[src/rtl/dac_frame_decoder_pkg.sv]
// Shared constants and state type for the DAC8568 frame decoder.
// Holds the frame layout (prefix|ctrl|addr|data|feat, MSB first) and the DAC8568 control codes.
package dac_frame_decoder_pkg;

  localparam int W_FRAME   = 32;
  localparam int W_BITCNT  = $clog2(W_FRAME + 2);
  localparam int W_CTRL    = 4;
  localparam int W_FEAT    = 4;
  localparam int W_PREFIX  = 4;

  localparam int PREFIX_LSB = 28;
  localparam int CTRL_LSB   = 24;
  localparam int CHAN_LSB   = 20;
  localparam int DATA_LSB   = 4;
  localparam int FEAT_LSB   = 0;

  localparam logic [W_PREFIX-1:0] PREFIX_VAL = 4'h0;

  // DAC8568 control codes carried in frame bits [27:24].
  localparam logic [W_CTRL-1:0] CTRL_WRITE_INPUT   = 4'h0;
  localparam logic [W_CTRL-1:0] CTRL_UPDATE        = 4'h1;
  localparam logic [W_CTRL-1:0] CTRL_WRITE_UPD_ALL = 4'h2;
  localparam logic [W_CTRL-1:0] CTRL_WRITE_UPDATE  = 4'h3;
  localparam logic [W_CTRL-1:0] CTRL_RESET         = 4'h7;
  localparam logic [W_CTRL-1:0] CTRL_REF_SETUP     = 4'h8;

  typedef enum logic [1:0] {
    ST_IDLE  = 2'd0,
    ST_SHIFT = 2'd1,
    ST_CLOSE = 2'd2
  } state_t;

endpackage

[src/rtl/dac_frame_decoder_edge_sync.sv]
// Synchronizer chain plus one delay flop; reports synced level and single-cycle rise/fall.
// RST_VAL sets the idle level the chain and delay flop take on reset.
module dac_frame_decoder_edge_sync #(
  parameter int   SYNC_STG = 2,
  parameter logic RST_VAL  = 1'b0
) (
  input  logic clk_in,
  input  logic rst_in,
  input  logic d_in,
  output logic level_out,
  output logic rise_out,
  output logic fall_out
);

  logic [SYNC_STG-1:0] chain;
  logic                dly;

  always_ff @(posedge clk_in) begin
    if (rst_in) begin
      chain <= {SYNC_STG{RST_VAL}};
      dly   <= RST_VAL;
    end else begin
      chain <= {chain[SYNC_STG-2:0], d_in};
      dly   <= chain[SYNC_STG-1];
    end
  end

  assign level_out = chain[SYNC_STG-1];
  assign rise_out  = chain[SYNC_STG-1] & ~dly;
  assign fall_out  = ~chain[SYNC_STG-1] & dly;

endmodule

[src/rtl/dac_frame_decoder.sv]
// Rebuilds DAC8568 32-bit serial write frames (oversampled on clk_in) into fields with dv/err strobes.
// Optional `DAC_DECODE_PREFIX_CHECK_EN: reject frames whose bits [31:28] are not 0000.
module dac_frame_decoder
  import dac_frame_decoder_pkg::*;
#(
  parameter int W_DATA   = 16,
  parameter int W_CHAN   = 4,
  parameter int SYNC_STG = 2,
  parameter int W_CNT    = 16
) (
  input  logic              clk_in,
  input  logic              rst_in,
  input  logic              sclk_in,
  input  logic              nsync_in,
  input  logic              din_in,
  input  logic              nldac_in,
  output logic              dv_out,
  output logic [W_CTRL-1:0] ctrl_out,
  output logic [W_CHAN-1:0] chan_out,
  output logic [W_DATA-1:0] data_out,
  output logic [W_FEAT-1:0] feat_out,
  output logic              err_out,
  output logic              ldac_out,
  output logic [W_CNT-1:0]  frame_cnt_out,
  output logic [W_CNT-1:0]  err_cnt_out,
  output logic [1:0]        state_dbg_out
);

  logic sclk_lvl, sclk_rise, sclk_fall;
  logic din_lvl, din_rise, din_fall;
  logic nsync_lvl, nsync_rise, nsync_fall;
  logic nldac_lvl, nldac_rise, nldac_fall;
  logic unused_edges;

  dac_frame_decoder_edge_sync #(.SYNC_STG(SYNC_STG), .RST_VAL(1'b0)) u_sync_sclk (
    .clk_in(clk_in), .rst_in(rst_in), .d_in(sclk_in),
    .level_out(sclk_lvl), .rise_out(sclk_rise), .fall_out(sclk_fall));
  dac_frame_decoder_edge_sync #(.SYNC_STG(SYNC_STG), .RST_VAL(1'b0)) u_sync_din (
    .clk_in(clk_in), .rst_in(rst_in), .d_in(din_in),
    .level_out(din_lvl), .rise_out(din_rise), .fall_out(din_fall));
  dac_frame_decoder_edge_sync #(.SYNC_STG(SYNC_STG), .RST_VAL(1'b1)) u_sync_nsync (
    .clk_in(clk_in), .rst_in(rst_in), .d_in(nsync_in),
    .level_out(nsync_lvl), .rise_out(nsync_rise), .fall_out(nsync_fall));
  dac_frame_decoder_edge_sync #(.SYNC_STG(SYNC_STG), .RST_VAL(1'b1)) u_sync_nldac (
    .clk_in(clk_in), .rst_in(rst_in), .d_in(nldac_in),
    .level_out(nldac_lvl), .rise_out(nldac_rise), .fall_out(nldac_fall));

  assign unused_edges = ^{sclk_lvl, sclk_rise, din_rise, din_fall, nldac_lvl, nldac_rise};

  state_t               state, state_nxt;
  logic [W_BITCNT-1:0]  cnt, cnt_nxt;
  logic [W_FRAME-1:0]   sh, sh_nxt;
  logic                 close_now, frame_ok;
  logic [SYNC_STG-1:0]  warm;
  logic                 armed;

  // A fall only opens a frame once nsync has been seen high with real (post-reset) samples,
  // so a reset that lands mid-frame cannot start decoding from the middle of a word.
  always_comb begin
    state_nxt = state;
    cnt_nxt   = cnt;
    sh_nxt    = sh;
    close_now = 1'b0;
    case (state)
      ST_IDLE: begin
        if (nsync_fall && armed) begin
          state_nxt = ST_SHIFT;
          cnt_nxt   = '0;
          sh_nxt    = '0;
        end
      end
      ST_SHIFT: begin
        if (sclk_fall) begin
          sh_nxt = {sh[W_FRAME-2:0], din_lvl};
          if (cnt != W_BITCNT'(W_FRAME + 1)) cnt_nxt = cnt + 1'b1;
        end
        if (nsync_rise) begin
          state_nxt = ST_CLOSE;
          close_now = 1'b1;
        end
      end
      ST_CLOSE: state_nxt = ST_IDLE;
      default:  state_nxt = ST_IDLE;
    endcase
`ifdef DAC_DECODE_PREFIX_CHECK_EN
    frame_ok = (cnt_nxt == W_BITCNT'(W_FRAME)) &&
               (sh_nxt[PREFIX_LSB +: W_PREFIX] == PREFIX_VAL);
`else
    frame_ok = (cnt_nxt == W_BITCNT'(W_FRAME));
`endif
  end

  // The verdict is registered on the nsync rise, so the strobes are high during the CLOSE cycle.
  always_ff @(posedge clk_in) begin
    if (rst_in) begin
      state         <= ST_IDLE;
      cnt           <= '0;
      sh            <= '0;
      warm          <= '0;
      armed         <= 1'b0;
      dv_out        <= 1'b0;
      err_out       <= 1'b0;
      ldac_out      <= 1'b0;
      ctrl_out      <= '0;
      chan_out      <= '0;
      data_out      <= '0;
      feat_out      <= '0;
      frame_cnt_out <= '0;
      err_cnt_out   <= '0;
    end else begin
      state    <= state_nxt;
      cnt      <= cnt_nxt;
      sh       <= sh_nxt;
      warm     <= {warm[SYNC_STG-2:0], 1'b1};
      armed    <= armed | (warm[SYNC_STG-1] & nsync_lvl);
      dv_out   <= close_now & frame_ok;
      err_out  <= close_now & ~frame_ok;
      ldac_out <= nldac_fall;
      if (close_now && frame_ok) begin
        ctrl_out      <= sh_nxt[CTRL_LSB +: W_CTRL];
        chan_out      <= sh_nxt[CHAN_LSB +: W_CHAN];
        data_out      <= sh_nxt[DATA_LSB +: W_DATA];
        feat_out      <= sh_nxt[FEAT_LSB +: W_FEAT];
        frame_cnt_out <= frame_cnt_out + 1'b1;
      end
      if (close_now && !frame_ok && (err_cnt_out != {W_CNT{1'b1}}))
        err_cnt_out <= err_cnt_out + 1'b1;
    end
  end

  assign state_dbg_out = state;

endmodule
[config.mk]
export PLATFORM = sky130hd
export DESIGN_NAME = dac_frame_decoder
export DESIGN_NICKNAME = d
export VERILOG_FILES = /design/src/rtl/dac_frame_decoder_pkg.sv /design/src/rtl/dac_frame_decoder_edge_sync.sv /design/src/rtl/dac_frame_decoder.sv
export SDC_FILE = /design/constraint.sdc
export NUM_CORES = 1
export LEC_CHECK = 0
export CAP_MARGIN = 25
export CORE_ASPECT_RATIO = 1.1
export CORE_UTILIZATION = 40
export DETAILED_ROUTE_END_ITERATION = 8
export GPL_TIMING_DRIVEN = 0
export HOLD_SLACK_MARGIN = 0.1
export PLACE_DENSITY = 0.62
export SYNTH_ARGS = -nofsm -noshare
export SYNTH_HDL_FRONTEND = slang
export SYNTH_HIERARCHICAL = 1
export SYNTH_SLANG_ARGS = --single-unit
[constraint.sdc]
create_clock -name clk_in -period 3.36 [get_ports clk_in]
set_input_delay 0.504 -clock clk_in [delete_from_list [all_inputs] [get_ports clk_in]]
set_output_delay 0.504 -clock clk_in [all_outputs]
set_load 0.05 [all_outputs]
==> metrics <==
pwr/cell area=527 nW/um2; Routed Antenna Nets=0; DRT iter0 DRCs=156; post-layout net count=627; R2R cell count=8; Critical Path End Type=register; starting density of the core=slightly above 40%; Hold Buf Count CTS=0; Sw Ratio=19.6%; remaining design rule violation count=0; min cycle time layout=~3 ns; H-tree levels=4; Syn Inst Count=528; # port buffers=70; Antenna Diode Count=0; Setup crit start=cnt[3]; syn avg cell area=8.57 um2; internal power of the cells=2540 uW; critical path class=register to register; worst reg2reg path endpoint=frame_cnt_out[2]; CTS clk-pin slew, worst paths=0.05 ns; largest net degree at the start of global routing=17; core box area=11,000 um2; clock latency at the later pin of the worst-skew pair=slightly above 0.4 ns; Critical Path RT=between 3 and 4 ns; Final Setup Violations=0; cts bufs inserted=17; Worst EP arrival=3.32 ns; Hold Fails Final Rpt=0; Syn Nets=538; wire per inst=13.8 um; Setup Buffers After CTS=0; initial antenna violation count=0; TNS Setup=0 ns; CP Max Fanout=10; NetSw=618 uW; period utilization=89.8%; clock sinks=113; Root Buffer=clkbuf_16; maxcap violations=0; GRT overflow=0; first-pass GRT wire length=18,400 um; vias in the first global route=3,983; TritonCTS clock tree=done; worst rel slew slack=36.9%; fmax=between 0.3 and 0.4 GHz; Comb power frac=1.8%; final wirelength=10,700 um; flop2flop setup slack=around 0.34 ns; status=finished clean; clock skew=0.00680 ns; worst setup path end=frame_cnt_out[2]; Worst VDD drop=0.000330 V; total number of vias=about 4,100; Clk pwr share=55.3%; # IOs=between 70 and 80; # rows=40; RSZ-0062 raised after global routing=false; Hold Crit Class=register to register; worst r2r src=cnt[3]; Die Height=114 um; Yosys Warn Count=6; GP Congestion=0.847; die width=103 um; die area=about 12,000 um2; 1st-pass router iterations=4; leakage=0.00201 uW; Worst Tran Pin Value=0.938 ns; hold slack=0.398 ns; vias per inst=5.30; Bufs on Longest Clock Path=2; placed wire-length estimate=7470 um; mapped cell area=4530 um2; post-CTS resize count=0; CP startpoint kind=register; Tot GR Track Use=between 20% and 30%; layout cell share with drive strength beyond 1=6.70%; P&R area growth vs syn=32.3%; Final Max Slew Viols=0; Seq pwr share=42.9%
## cells in the final DEF, fill, tap and decap left out, types with 9 or more instances in the layout
cell             instances
nand3_1                 13
nor2b_1                 12
or3_1                   16
nand2_1                 81
clkdlybuf4s50_1         70
clkbuf_16               17
clkbuf_1                28
a21oi_1                 30
o21ai_0                 45
a22oi_1                 29
dfxtp_1                113
nor2_1                  51
inv_1                    9
## metrics by stage
stage	area, um2	cells	util [%]	setup slack, ns	total power, uW
after floorplan	4530	528	-	0.577	1410
after global placement	5410	745	49.4	0.308	1440
after detailed placement	5410	745	49.4	0.340	1440
after CTS	5990	774	54.6	0.311	3190
after global routing	5990	774	54.6	0.0799	3260
final	5990	774	54.6	0.341	3160
## routing by layer
| layer | global-route usage [%] | vias to the layer above | wire [um] |
|---|---|---|---|
| met5 | 0 | - | 0 |
| met4 | 6.85 | 0 | 150 |
| met3 | 6.31 | 16 | 616 |
| met2 | 33.0 | 108 | 5160 |
| met1 | 24.5 | 1914 | 4770 |
| li1 | - | 2063 | - |
## sequential cells by signal, indices dropped and copies added, names as in the netlist, 2 cells and up
signal	count
state_dbg_out	2
err_cnt_out	16
ctrl_out	4
frame_cnt_out	16
feat_out	4
u_sync_din/chain	2
sh	28
u_sync_sclk/chain	2
data_out	16
u_sync_nsync/chain	2
cnt	6
chan_out	4
warm	2
u_sync_nldac/chain	2
## power by group through the flow
stage	logic (uW)	registers [uW]	clock network, uW
final	56.5	1350	1750
after global routing	63.1	1350	1840
after CTS	57.8	1350	1770
after detailed placement	57.3	1380	0
after global placement	57.2	1380	0
after floorplan	32.6	1380	0
## layout make-up
cell class | count | area [um2]
buffer | 33 | 138
timing repair buffer | 70 | 701
clock buffer | 24 | 502
sequential | 113 | 2260
inverter | 9 | 33.8
multi-input combinational | 373 | 2090
clock inverter | 5 | 77.6
tap | 147 | 184
fill | 1027 | 4970
## worst min path at each step
stage / from / endpoint / slack (ns) / cells after the start
after global placement: u_sync_nldac/chain[0] / u_sync_nldac/chain[1] / 0.39 / 1
after CTS: u_sync_nldac/chain[0] / u_sync_nldac/chain[1] / 0.40 / 1
after global routing: u_sync_nldac/chain[0] / u_sync_nldac/chain[1] / 0.43 / 1
final: u_sync_nldac/chain[0] / u_sync_nldac/chain[1] / 0.40 / 1
after floorplan: u_sync_nldac/chain[0] / u_sync_nldac/chain[1] / 0.38 / 1
after detailed placement: u_sync_nldac/chain[0] / u_sync_nldac/chain[1] / 0.39 / 1
## worst max-delay path, cell delays in order, from the launching register on
cell and delay (ns):
dfxtp_1 0.29, buf_2 0.16, nor4b_1 0.55, o21ai_0 0.20, o211a_2 0.21, nor4_1 0.83, buf_2 0.37, a21oi_1 0.10
a31o_2 0.21
Power figures use the tool's default switching activity.
